--- config.mk ---
export PLATFORM = sky130hd
export DESIGN_NAME = ece453_seg7_scan
export DESIGN_NICKNAME = d
export VERILOG_FILES = /design/src/rtl/ece453_seg7_pkg.sv /design/src/rtl/ece453_hex_to_seg7.sv /design/src/rtl/ece453_seg7_scan.sv
export SDC_FILE = /design/constraint.sdc
export NUM_CORES = 1
export LEC_CHECK = 0
export CORE_UTILIZATION = 55
export CTS_BUF_LIST = sky130_fd_sc_hd__clkbuf_4 sky130_fd_sc_hd__clkbuf_8
export CTS_CLUSTER_DIAMETER = 120
export DETAILED_ROUTE_END_ITERATION = 7
export PLACE_DENSITY = 0.76
export SLEW_MARGIN = 30
export SYNTH_ARGS = -nofsm -noshare
export SYNTH_HDL_FRONTEND = slang
export SYNTH_HIERARCHICAL = 1
export SYNTH_SLANG_ARGS = --single-unit
--- constraint.sdc ---
create_clock -name clk -period 2.6 [get_ports clk]
set_clock_uncertainty 0.05 [all_clocks]
set_input_delay 0.52 -clock clk [delete_from_list [all_inputs] [get_ports clk]]
set_output_delay 0.52 -clock clk [all_outputs]
set_load 0.1 [all_outputs]
--- src/rtl/ece453_seg7_pkg.sv ---
// ece453_seg7_pkg: shared segment bit positions and the hex-to-segment font table.
package ece453_seg7_pkg;
  typedef logic [6:0] seg_t;
  localparam int SEG_A = 0;
  localparam int SEG_B = 1;
  localparam int SEG_C = 2;
  localparam int SEG_D = 3;
  localparam int SEG_E = 4;
  localparam int SEG_F = 5;
  localparam int SEG_G = 6;
  localparam seg_t SEG_OFF = 7'h00;
  function automatic seg_t segs(input logic a, b, c, d, e, f, g);
    seg_t s;
    s = SEG_OFF;
    s[SEG_A] = a;
    s[SEG_B] = b;
    s[SEG_C] = c;
    s[SEG_D] = d;
    s[SEG_E] = e;
    s[SEG_F] = f;
    s[SEG_G] = g;
    return s;
  endfunction
  // Active-high patterns, entry 15 first.
  localparam logic [15:0][6:0] HEX_SEG = {
    segs(1, 0, 0, 0, 1, 1, 1),
    segs(1, 0, 0, 1, 1, 1, 1),
    segs(0, 1, 1, 1, 1, 0, 1),
    segs(1, 0, 0, 1, 1, 1, 0),
    segs(0, 0, 1, 1, 1, 1, 1),
    segs(1, 1, 1, 0, 1, 1, 1),
    segs(1, 1, 1, 1, 0, 1, 1),
    segs(1, 1, 1, 1, 1, 1, 1),
    segs(1, 1, 1, 0, 0, 0, 0),
    segs(1, 0, 1, 1, 1, 1, 1),
    segs(1, 0, 1, 1, 0, 1, 1),
    segs(0, 1, 1, 0, 0, 1, 1),
    segs(1, 1, 1, 1, 0, 0, 1),
    segs(1, 1, 0, 1, 1, 0, 1),
    segs(0, 1, 1, 0, 0, 0, 0),
    segs(1, 1, 1, 1, 1, 1, 0)
  };
endpackage

--- src/rtl/ece453_hex_to_seg7.sv ---
// ece453_hex_to_seg7: combinational nibble to active-high segment pattern.
module ece453_hex_to_seg7
  import ece453_seg7_pkg::*;
(
  input  logic [3:0] nib,
  output seg_t       seg
);
  assign seg = HEX_SEG[nib];
endmodule

--- src/rtl/ece453_seg7_scan.sv ---
// ece453_seg7_scan: double-buffered multiplexed 7-segment driver with anti-ghost blanking.
module ece453_seg7_scan
  import ece453_seg7_pkg::*;
#(
  parameter int NUM_DIGITS   = 4,
  parameter int SCAN_DIV     = 50000,
  parameter int BLANK_CYCLES = 500,
  parameter bit ACTIVE_LOW   = 1
) (
  input  logic                    clk,
  input  logic                    reset,
  input  logic                    enable,
  input  logic [4*NUM_DIGITS-1:0] value_in,
  input  logic [NUM_DIGITS-1:0]   dp_in,
  input  logic                    lz_blank,
  input  logic                    load,
  output logic                    update_pending,
  output logic                    update_done,
  output logic [6:0]              seg,
  output logic                    dp,
  output logic [NUM_DIGITS-1:0]   an
);
  localparam int DW = SCAN_DIV > 1 ? $clog2(SCAN_DIV) : 1;
  localparam int IW = $clog2(NUM_DIGITS);
  localparam seg_t SEG_INACT = {7{ACTIVE_LOW}} ^ SEG_OFF;
  localparam logic [NUM_DIGITS-1:0] AN_INACT = {NUM_DIGITS{ACTIVE_LOW}};
  logic [DW-1:0] div_q, div_d;
  logic [IW-1:0] idx_q, idx_d;
  logic [4*NUM_DIGITS-1:0] pval_q, pval_d, aval_q, aval_d;
  logic [NUM_DIGITS-1:0] pdp_q, pdp_d, adp_q, adp_d;
  logic pend_q, pend_d, done_q, done_d;
  logic [NUM_DIGITS-1:0] an_q, an_d;
  seg_t seg_q, seg_d;
  logic dp_q, dp_d;
  logic wrap, frame, xfer, lit, show, run;
  logic [NUM_DIGITS-1:0] blank;
  logic [3:0] nib;
  seg_t dec;
  ece453_hex_to_seg7 u_dec (
    .nib(nib),
    .seg(dec)
  );
  always_comb begin
    wrap = enable && div_q == DW'(SCAN_DIV - 1);
    frame = wrap && idx_q == IW'(NUM_DIGITS - 1);
    xfer = frame && pend_q;
    div_d = wrap || !enable ? '0 : div_q + 1'b1;
    idx_d = frame || !enable ? '0 : wrap ? idx_q + 1'b1 : idx_q;
    pval_d = load ? value_in : pval_q;
    pdp_d = load ? dp_in : pdp_q;
    aval_d = xfer ? pval_q : aval_q;
    adp_d = xfer ? pdp_q : adp_q;
    pend_d = load || (pend_q && !xfer);
    done_d = xfer;
  end
  // Zero run from the most significant digit down; digit 0 always stays visible.
  always_comb begin
    blank = '0;
    run = lz_blank;
    for (int i = NUM_DIGITS - 1; i >= 0; i--) begin
      run = run && aval_q[4*i +: 4] == 4'h0 && !adp_q[i];
      blank[i] = run && i != 0;
    end
  end
  always_comb begin
    nib = aval_q[{idx_q, 2'b00} +: 4];
    lit = enable && div_q >= DW'(BLANK_CYCLES);
    show = lit && !blank[idx_q];
    an_d = AN_INACT ^ (lit ? NUM_DIGITS'(1) << idx_q : '0);
    seg_d = SEG_INACT ^ (show ? dec : SEG_OFF);
    dp_d = ACTIVE_LOW ^ (show && adp_q[idx_q]);
  end
  always_ff @(posedge clk or posedge reset) begin
    if (reset) begin
      div_q <= '0;
      idx_q <= '0;
      pval_q <= '0;
      pdp_q <= '0;
      aval_q <= '0;
      adp_q <= '0;
      pend_q <= 1'b0;
      done_q <= 1'b0;
      an_q <= AN_INACT;
      seg_q <= SEG_INACT;
      dp_q <= ACTIVE_LOW;
    end else begin
      div_q <= div_d;
      idx_q <= idx_d;
      pval_q <= pval_d;
      pdp_q <= pdp_d;
      aval_q <= aval_d;
      adp_q <= adp_d;
      pend_q <= pend_d;
      done_q <= done_d;
      an_q <= an_d;
      seg_q <= seg_d;
      dp_q <= dp_d;
    end
  end
  assign update_pending = pend_q;
  assign update_done = done_q;
  assign an = an_q;
  assign seg = seg_q;
  assign dp = dp_q;
endmodule

; ---- Word-level counts from Yosys, hierarchy flattened
; Memories as Yosys holds them, arrays and structs flattened.
; Cells that the tools add are included.
[op_classes]
bitwise = 3
muxes = 10
reduce_logical = 26
eq_ne = 2
addsub = 2
n_lt_le_gt_ge = 3
n_shift = 2
[ops]
columns = operator, count
row1 = 16-bit by 1-bit adder with 16-bit output (second input constant), 1
row2 = 16-bit == test (second input constant), 1
row3 = 16-bit by 9-bit greater-or-equal comparator with 1-bit output (second input constant), 1
row4 = 16-bit two-way mux, 1
row5 = 16-bit by 5-bit variable part select with 4-bit output, 1
row6 = 7-bit two-way mux, 2
row7 = 1-bit logical AND, 13
row8 = 4-bit logical NOT, 3
row9 = 7-bit NOT, 1
row10 = 1-bit logical NOT, 6
row11 = 4-bit by 5-bit less-than comparator with 1-bit output (second input constant), 1
row12 = 1-bit binary-select mux with 2-bit select, 2
row13 = 2-bit two-way mux, 2
row14 = 4-bit two-way mux, 1
row15 = 4-bit NOT, 1
row16 = 1-bit by 2-bit << shifter with 4-bit output (first input constant), 1
row17 = 1-bit logical OR, 3
row18 = 2-bit by 3-bit less-than comparator with 1-bit output (second input constant), 1
row19 = 2-bit by 1-bit adder with 2-bit output (second input constant), 1
row20 = 2-bit == test (second input constant), 1
row21 = 1-bit two-way mux, 2
row22 = 2-bit nonzero test, 1
row23 = 1-bit NOT, 1
[totals]
word_cells = 60
in_bits = 25
ff_bits = 72
mem_count = 1
romBits = 112
[memory_table]
columns = name, depth, word_bits, rd, rd_ports_with_merged_regs, wr, line
row1 = (no name shown), 16, 7, 1, 0, 0, ece453_hex_to_seg7.sv:8  ; assign seg = HEX_SEG[nib];

; ---- Longest topological paths before layout
; Gate-level depths: netlist of run 1.
[depth]
depth_word = 13
mapped_depth = 7

; ---- Modules after synthesis
; The synthesis of run 1 kept the hierarchy.
[by_module_without_submodules]
columns = mod, seq_area_each_um2, cells_per_inst, n_inst, area_per_inst_um2
row1 = ece453_seg7_scan, 1816.7, 234, 1, 3185.6
row2 = ece453_hex_to_seg7, 0.0, 33, 1, 282.8

; ---- Worst setup path after synthesis of run 1
; OpenSTA, ideal clock, no wires.
[synth_timing]
path_type = reg2reg
startpoint = register idx_q[0]
endpoint = register seg_q[3], in the netlist seg[3]
synth_period_minus_slack_ns = 2.352
arrival_ns = 2.237
path_buffers = 1
stages_incl_launch_ff = 8
setup_slack_ns = 0.248
cell_sequence = dfrtp_1 -> clkbuf_1 -> mux4_2 -> inv_1 -> ha_1 -> inv_1 -> mux4_2 -> nand3_1
[synth_between]
elab_cells_between_ends = 9
cone_classes = shift (1) / mux (4) / bitwise (1) / reduce/logical (2) / memory (1)
[synth_rtl]
columns = item, line
row1 = "start, declared", ece453_seg7_scan.sv:28  ; logic [IW-1:0] idx_q, idx_d;
row2 = "start signal, assigned", ece453_seg7_scan.sv:88  ; idx_q <= idx_d;
row3 = 16-bit by 5-bit variable part select with 4-bit output, ece453_seg7_scan.sv:66  ; nib = aval_q[{idx_q, 2'b00} +: 4];
row4 = net nib[1], ece453_seg7_scan.sv:37  ; logic [3:0] nib;
row5 = memory 16 x 7 bit, -
row6 = 7-bit two-way mux (not written as such), ece453_hex_to_seg7.sv:8
row7 = net dec[3], ece453_seg7_scan.sv:38  ; seg_t dec;
row8 = 7-bit two-way mux, ece453_seg7_scan.sv:70  ; seg_d = SEG_INACT ^ (show ? dec : SEG_OFF);
row9 = 7-bit NOT (no line), -
row10 = net seg_d[3], ece453_seg7_scan.sv:33  ; seg_t seg_q, seg_d;
row11 = "end signal, assigned", ece453_seg7_scan.sv:96  ; seg_q <= seg_d;
row12 = "end, declared", ece453_seg7_scan.sv:33
; The timed path passes the listed nets, and every way through them passes these cells. The select of a mux whose other input is x is not followed.
; A chain may end at the register's enable or synchronous reset.

; ---- Worst setup path in the final report of run 1
[layout_timing]
startpoint = register div_q[5]
endpoint = register aval_q[15]
[layout_between]
elab_chain_len = 4
[layout_rtl]
columns = item, line
row1 = "start, declared", ece453_seg7_scan.sv:27  ; logic [DW-1:0] div_q, div_d;
row2 = "start signal, assigned", ece453_seg7_scan.sv:87  ; div_q <= div_d;
row3 = 16-bit == test, ece453_seg7_scan.sv:44  ; wrap = enable && div_q == DW'(SCAN_DIV - 1);
row4 = 1-bit logical AND, ece453_seg7_scan.sv:44
row5 = 1-bit logical AND, ece453_seg7_scan.sv:45  ; frame = wrap && idx_q == IW'(NUM_DIGITS - 1);
row6 = 1-bit logical AND, ece453_seg7_scan.sv:46  ; xfer = frame && pend_q;
row7 = "end signal, assigned", ece453_seg7_scan.sv:91  ; aval_q <= aval_d;
row8 = "end, declared", ece453_seg7_scan.sv:29  ; logic [4*NUM_DIGITS-1:0] pval_q, pval_d, aval_q, aval_d;
; No other way between the ends.

==> impl_metrics.tcl, run 1 <==
set metrics [dict create \
    grt_max_degree 25 \
    cts_buffers 9 \
    critical_path_class "reg -> reg" \
    syn-num-nets 305 \
    crit_arrival_ps 2520 \
    grt_usage_pct 22.3 \
    cp-end-kind "register" \
    multi_input_area_um2 1510 \
    yosysWarnings 6 \
    antenna_found_initial 0 \
    synthDistinctLibCells 40 \
    clk_pin_slew_ps 70 \
    nets 352 \
    grt-ovfl-total 0 \
    synthesis.area_um2 3470 \
    ys_async_sr_fraction_pct 100 \
    dr.pass1.iters 4 \
    power.share.clock_pct 41.1 \
    drtIter0Drc 178 \
    slew_viol_final 0 \
    clock_latency_ps 340 \
    ys_seq_elements 72 \
    grt_setup_unrepaired "no" \
    pwr-share-comb_pct 5.6 \
    fillers 434 \
    vias_per_cell 5.50 \
    ys.flop_type "dfrtp_1" \
    clk_path_buf_depth 2 \
    ant_nets 0 \
    routed_wirelength_mm 6.38 \
    core_area_um2 5990 \
    whs_ps 455 \
    yosysSeqAreaShare_pct 52.4 \
    portBuffers 38 \
    r2r_start "div_q[5]$_DFF_PP0_" \
    cts_tree "done" \
    start_util_pct 57.9 \
    avgRoutedWirePerCell_um 16.2 \
    seq_power_share_pct 53.3 \
    die_w_um 81.4 \
    drc_errors 0 \
    r2r-end "aval_q[15]$_DFFE_PP0P_" \
    crit_fanout 21 \
    p_leak_nw 1.73 \
    layout_common_cells "60 x dfrtp_1, 26 x nor2_1, 24 x mux2_2, 24 x clkdlybuf4s50_1, 22 x buf_4" \
    min_to "aval_q[11]$_DFFE_PP0P_" \
    num_io_pins 39 \
    place.gp.congestion 0.828 \
    avgSynthCellArea_um2 13.0 \
    cp.required_ps 2770 \
    status "finished, final reports clean" \
    drive_gt1_share_pct 33.5 \
    ctsHoldBuffers 0 \
    cts.repair.resized 0 \
    diodes 0 \
    synth_edf_count 0 \
    rrSetupSlack_ps 250 \
    p_int_mw 1.72 \
    syn_inst 267 \
    dieArea_um2 6630 \
    hpwl_mm 4.44 \
    cap_violations 0 \
    r2r_cells 4 \
    htree_levels 3 \
    vias 2167 \
    regArea_um2 1820 \
    swShare_pct 22.1 \
    finalCriticalPeriod_ps 2350 \
    slew_headroom_pct 68.4 \
    grt_pass1_vias 2217 \
    switching_power_uw 487 \
    finalHoldViolCount 0 \
    worst_slew_pin_slew_ps 474 \
    timing.final.crit_share_pct 90.2 \
    cts.sinks 72 \
    hold_path_class "reg -> reg" \
    max_freq_ghz 0.426 \
    die_y_um 81.4 \
    finalSetupViolCount 0 \
    tns_ps 0 \
    ir_worst_vdd_uv 524 \
    syn_to_final_growth_pct 18.4 \
    final_common_cell "dfrtp_1" \
    cts_setup_buffers 0 \
    setup.worst_path.start_class "register" \
    grt_pass1_wl_mm 10.8 \
    postPlaceCellArea_um2 3900 \
    rows 28 \
    ctsRootBufferMaster "clkbuf_8" \
    p_per_area_nw_per_um2 537 \
    hold_depth 1 \
    hp-start "pval_q[11]$_DFFE_PP0P_" \
    finalInstanceArea_um2 4110 \
]
## per-layer routing
layer | global-route usage, % | share of wire, % | vias up
met5 | 0 | 0 | -
met4 | 10.7 | 1.9 | 0
li1 | - | - | 1015
met2 | 33.8 | 46 | 42
met1 | 31.2 | 49 | 1099
met3 | 4.00 | 3.0 | 11
## synth_stat cells (2+ instances only)
library cell / instances / area [um^2]
dfrtp_1: 60 / 1500
dfstp_2: 12 / 315
inv_1: 14 / 52.6
clkbuf_1: 5 / 18.8
buf_12: 2 / 40.0
nor2_1: 26 / 97.6
ha_1: 13 / 163
mux2i_1: 4 / 40.0
nor4_1: 3 / 18.8
xor2_1: 2 / 17.5
nor3_1: 6 / 30.0
nand4_1: 5 / 31.3
a22oi_1: 2 / 15.0
mux4_2: 6 / 135
mux2_4: 19 / 285
mux2_2: 24 / 270
nor4b_1: 2 / 17.5
xnor2_1: 12 / 105
nand2b_1: 3 / 18.8
a21o_1: 2 / 15.0
nand2_1: 10 / 37.5
nand3_1: 14 / 70.1
and2_1: 2 / 12.5
nor2b_1: 3 / 18.8
## stage by stage
| step | instances | power, mW | utilization (%) | setup WS [ps] |
|---|---|---|---|---|
| 4_1_cts | 394 | 2.22 | 68.6 | 249 |
| 5_1_grt | 394 | 2.29 | 68.6 | 179 |
| 6_report | 394 | 2.21 | 68.6 | 254 |
| 3_3_place_gp | 378 | 1.32 | 65.1 | 313 |
| 2_1_floorplan | 267 | 1.26 | - | 225 |
| 3_5_place_dp | 378 | 1.32 | 65.1 | 255 |
## power groups by stage
stage          combinational (mW)  sequential (mW)  clock [mW]
2_1_floorplan              0.0653             1.19           0
3_3_place_gp                0.121             1.20           0
3_5_place_dp                0.125             1.20           0
4_1_cts                     0.125             1.18       0.920
5_1_grt                     0.136             1.18       0.971
6_report                    0.123             1.18       0.907
## sequential cells by signal (all words and copies together) (netlist names), 2 cells and up
signal and cells:
div_q 16, adp_q 4, aval_q 16, seg 7, idx_q 2, pval_q 16
pdp_q 4, an 4
## kinds of logic after synthesis
group / count (synthesis) / synth area share, %
AND/OR/NAND/NOR: 79 / 12.0
XOR/XNOR: 14 / 3.54
multiplexers: 53 / 21.1
flip-flops: 72 / 52.4
adder cells (fa/ha/maj): 13 / 4.69
buffers and inverters: 26 / 4.18
AO/OA/AOI/OAI: 10 / 2.13
## cell type report
type                            instances  area share (%)
Clock inverter                          5            1.34
Timing Repair Buffer                   47            10.4
Inverter                               15            1.43
Tap cell                               75            2.28
Sequential cell                        72            44.2
Multi-Input combinational cell        169            36.7
Clock buffer                           11            3.69
## critical path, cell delays in order (launching register included)
cell and delay, ps:
dfrtp_1 430, or4b_4 540, nor4_4 290, and4_4 530, mux2_2 380
## worst max path at each step
stage,end,slack [ps],cells after the start,from
finish,aval_q[15]$_DFFE_PP0P_,250,4,div_q[5]$_DFF_PP0_
global route,aval_q[15]$_DFFE_PP0P_,180,4,div_q[5]$_DFF_PP0_
CTS,aval_q[15]$_DFFE_PP0P_,250,4,div_q[5]$_DFF_PP0_
detailed placement,aval_q[15]$_DFFE_PP0P_,260,4,div_q[5]$_DFF_PP0_
global placement,aval_q[15]$_DFFE_PP0P_,310,4,div_q[5]$_DFF_PP0_
floorplan,adp_q[0]$_DFFE_PP0P_,220,1,reset
Power figures use the tool's default switching activity.
==> inputs of run 2 (changes only) <==
- TNS_END_PERCENT: default -> 1
==> results of run 2 <==
Same layout as run 1: the final DEF is identical, and so are final timing and power.
==> inputs of run 3 (changes only) <==
- ABC_CLOCK_PERIOD_IN_PS: default -> 1900
- CORE_UTILIZATION: 55 -> 52
- clock period: 2.6 -> 1.9 ns (I/O delays scaled with it)
==> run 3 against run 2 <==
Compared with the run above: the run now ends with setup timing left; critical path depth rose by 1; global-route usage down 0.96 points; via count rose by 4.6%; highest routed layer unchanged.
==> impl_metrics.tcl, run 3 (synthesis results as in run 1) <==
set metrics [dict create \
    status "finished, violations left" \
    violations "setup timing" \
    grt_pass1_wl_mm 11.5 \
    worst_slew_pin_slew_ps 381 \
    portBuffers 38 \
    cts_buffers 9 \
    htree_levels 3 \
    grt_max_degree 73 \
    slew_viol_final 0 \
    rows 29 \
    cp.required_ps 2080 \
    drive_gt1_share_pct 43.2 \
    clk_path_buf_depth 2 \
    start_util_pct 54.3 \
    path_delay_family "simple AND/OR/NAND/NOR gates" \
    routed_wirelength_mm 6.60 \
    grt_setup_unrepaired "yes" \
    finalCriticalPeriod_ps 2140 \
    dp_worst_setup_slack_ps -250 \
    setup_slack_ps -240 \
    finalHoldViolCount 0 \
    dr.pass1.iters 4 \
    dieArea_um2 7000 \
    grt-ovfl-total 0 \
    avgRoutedWirePerCell_um 15.3 \
    max_freq_ghz 0.467 \
    critical_path_class "reg -> reg" \
    timing.final.crit_share_pct 113 \
    hold_path_class "in -> async" \
    placed_cells 416 \
    cp-end-kind "register" \
    crit_fanout 10 \
    p_total_mw 2.82 \
    hpwl_mm 4.66 \
    diodes 0 \
    ir_worst_vdd_uv 431 \
    antenna_found_initial 0 \
    vias 2266 \
    layout_common_cells "59 x dfrtp_1, 39 x buf_4, 24 x mux2_2, 24 x nor2_1, 24 x clkdlybuf4s50_1" \
    die_y_um 83.7 \
    p_per_area_nw_per_um2 612 \
    nets 388 \
    core_area_um2 6390 \
    cts.sinks 72 \
    cap_violations 0 \
    final_common_cell "dfrtp_1" \
    final_core_util_pct 72.2 \
    ant_nets 0 \
    place.gp.congestion 0.828 \
    cp_cell_sequence "or4b_4 -> nor4_4 -> and4_4 -> buf_12 -> mux2_4" \
    die_w_um 83.7 \
    rrSetupSlack_ps -240 \
    slowest_delay_ps 550 \
    grt_usage_pct 21.4 \
    crit_buf_inv 1 \
    final_cells 431 \
    vias_per_cell 5.26 \
    slowest_stage "or4b_4" \
    clk_pin_slew_ps 80 \
    syn_to_final_growth_pct 33.0 \
    p_leak_nw 2.00 \
    slew_headroom_pct 74.4 \
    drc_errors 0 \
    crit_arrival_ps 2320 \
    finalSetupViolCount 24 \
    num_io_pins 39 \
    ctsRootBufferMaster "clkbuf_8" \
    ctsHoldBuffers 0 \
    setup.worst_path.start_class "register" \
    grt_pass1_vias 2384 \
    tns_ps -4590 \
    clock_latency_ps 340 \
    reg_top3 "aval_q x16, div_q x16, pval_q x16" \
    drtIter0Drc 101 \
    cts_tree "done" \
]
-- run 3: changes by cell type in the layout (fill, tap and decap cells not counted), sizes merged --
cell,before,now
bufinv,1,0
buf,23,59
inv,15,14
clkinv,2,3
-- run 3: worst paths after layout --
check | depth (start not counted) | endpoint | from
min in group clk | 1 | aval_q[12]$_DFFE_PP0P_ | pval_q[12]$_DFFE_PP0P_
worst min register to register | 1 | aval_q[12]$_DFFE_PP0P_ | pval_q[12]$_DFFE_PP0P_
worst min-delay path | 3 | aval_q[1]$_DFFE_PP0P_ | reset
worst max-delay path | 5 | aval_q[0]$_DFFE_PP0P_ | div_q[4]$_DFF_PP0_
worst max register to register | 5 | aval_q[0]$_DFFE_PP0P_ | div_q[4]$_DFF_PP0_
max in group asynchronous | 3 | idx_q[0]$_DFFE_PP0P_ | reset
-- run 3: cell type report --
type / instances / area (um^2)
inverters: 15 / 67.6
clock buffers: 11 / 139
clock inverters: 4 / 22.5
multi-input cells: 169 / 1540
flip-flops and latches: 72 / 1820
fillers: 421 / 1770
repair buffers: 83 / 925
well taps: 77 / 96.3
-- run 3: metal layers --
metal / wire length [um] / GRT usage [%] / vias up
met5: 0 / 0 / -
met4: 121 / 9.86 / 0
met3: 271 / 5.34 / 10
met2: 3260 / 32.7 / 55
met1: 2950 / 28.8 / 1111
li1: - / - / 1090
-- run 3: report_power, final --
part | internal [mW] | switching, mW | total [mW]
clock | 0.489 | 0.541 | 1.03
sequential | 1.58 | 0.0277 | 1.61
combinational | 0.111 | 0.0739 | 0.185
-- run 3: repair_timing --
item / in CTS / in global routing
endpoints found under the setup margin: 27 / 42
endpoints found under the hold margin: 0 / 0
pin swaps: 1 / 4
setup buffers: 0 / 0
gates resized for setup: 5 / 9
-- run 3: worst min-delay path, stage by stage --
cell and delay, ps:
clkdlybuf4s50_1 440, clkinvlp_4 90, buf_12 310
-- run 3: through the flow --
stage | hold WS, ps | cell area [um^2]
2_1_floorplan | 424 | 3470
3_3_place_gp | 441 | 4400
3_5_place_dp | 442 | 4400
4_1_cts | 437 | 4580
5_1_grt | 456 | 4610
6_report | 424 | 4610
==> edit (settings of run 1) <==
Set the parameter `NUM_DIGITS` to 2 (it was 4).
--- a/src/rtl/ece453_seg7_scan.sv
+++ b/src/rtl/ece453_seg7_scan.sv
@@ -3,5 +3,5 @@
   import ece453_seg7_pkg::*;
 #(
-  parameter int NUM_DIGITS   = 4,
+  parameter int NUM_DIGITS   = 2,
   parameter int SCAN_DIV     = 50000,
   parameter int BLANK_CYCLES = 500,
Interface: changed (resized an, dp_in and value_in); port bits go from 39 to 27. The function was not compared with the original's and may differ.
==> edit against run 1 <==
  * Area after synthesis is 28% lower
  * Worst setup slack better by 0.44 ns
  * Total power is 40% lower
  * Sequential cell count is 23 lower
  * Count of clock-buffer cells in the layout is 3 lower
  * Synthesized cell count is 22% lower
  * First-iteration DRC count is 56% lower
  * Final area is 31% lower
  * Wire length is 36% lower
==> edit: results (changes against run 1) <==
Parameter                              Value

Critical path
  Top fanout value on the critical path ... 10 (was 21)
  Master of the slowest instance on the critical path ... sky130_fd_sc_hd__dfrtp_1 (was sky130_fd_sc_hd__or4b_4)
  Worst r2r src ... div_q[0] (was div_q[5])
  Reg-to-reg critical path endpoint ... aval_q[5] (was aval_q[15])
  Critical Path AT ... 2.03 ns (was 2.52 ns)
  Register-to-Register Setup Slack ... 0.70 ns (was 0.25 ns)

Yosys
  Top post-synthesis cells by area ... sky130_fd_sc_hd__dfrtp_1 39%, sky130_fd_sc_hd__dfstp_2 11%, sky130_fd_sc_hd__mux2_2 8.2% (was sky130_fd_sc_hd__dfrtp_1 43%, sky130_fd_sc_hd__dfstp_2 9.1%, sky130_fd_sc_hd__mux2_4 8.2%)
  Post-synthesis net count ... 233 (was 305)
  Post-synthesis share of cell area spent on xor and xnor gates ... 0.0530 (was 0.0354)
  Post-Synthesis Cells ... 209 (was 267)
  Synthesized-area fraction occupied by ao, oa, aoi and oai cells ... 0.0237 (was 0.0213)
  Adder-cell area share of the yosys netlist ... 0.0454 (was 0.0469)
  Proportion of synthesized chip area in sequential cells ... 0.499 (was 0.524)

Placed design
  Worst slack after detailed placement ... 0.494 ns (was 0.255 ns)
  Total placed instance area ... 2750 sq um (was 3900 sq um)
  Placer congestion estimate ... 0.799 (was 0.828)
  Number of placed cells counting well taps ... 281 (was 378)

Global route
  Gr usage total ... 0.182 (was 0.223)
  Largest net degree at the start of global routing ... 28 (was 25)
  Wire length of the first global-routing pass ... 6860 um (was 10,800 um)
  Met2 GRT Util ... 0.280 (was 0.338)
  Vias in the first global route ... 1,463 (was 2,217)

Routing
  Avg Vias per Cell ... 5.48 (was 5.50)
  Detailed-routing wirelength on met1 ... 1940 um (was 3110 um)
  Number of DRC markers after the initial detailed-route iteration ... 79 (was 178)

Pwr
  Power Combinational ... 0.0721 mW (was 0.123 mW)
  Static Leak ... 1.22 nW (was 1.73 nW)
  Combinational power share ... 0.054 (was 0.056)
  Fraction of power spent switching nets ... 0.205 (was 0.221)
  Maximum ir drop on the vdd rail ... 0.397 mV (was 0.524 mV)

Finish
  Count of nets after finishing ... 260 (was 352)
  Number of cells in the finished layout apart from fillers ... 289 (was 394)
  Registers with the highest flip-flop counts ... div_q (16), aval_q (8), pval_q (8) (was aval_q (16), div_q (16), pval_q (16))
  Count of filler cells inserted in the layout ... 328 (was 434)
  Share of final-layout standard cells stronger than drive strength 1 ... 0.295 (was 0.335)

Hold path
  Sink of the worst hold path ... aval_q[1] (was aval_q[11])
  Min-delay src ... pval_q[1] (was pval_q[11])

Outcome
  Outcome ... finished, final reports clean (unchanged)

STA
  Post-Route Hold Slack ... 0.452 ns (was 0.455 ns)

Clock network
  Max H-tree Level ... 2 (was 3)
## edit: cell count changes in the layout (fill, tap and decap cells not counted), moves of 4 or more
| cell | change |
|---|---|
| sky130_fd_sc_hd__dfrtp_1 | -21 |
| sky130_fd_sc_hd__clkdlybuf4s50_1 | -10 |
| sky130_fd_sc_hd__mux2_4 | -9 |
| sky130_fd_sc_hd__nand3_1 | -8 |
| sky130_fd_sc_hd__buf_4 | -7 |
| sky130_fd_sc_hd__mux2_2 | -6 |
| sky130_fd_sc_hd__clkbuf_8 | -5 |
| sky130_fd_sc_hd__mux4_2 | -5 |
| sky130_fd_sc_hd__ha_1 | -4 |
## edit: final cells by class
type,count,area [sq um],area share
Inverter,13,51.3,0.0180
Clock buffer,8,97.6,0.0343
Timing Repair Buffer,29,253,0.0889
Tap cell,52,65.1,0.0229
Multi-Input combinational cell,138,1140,0.400
Sequential cell,49,1240,0.436
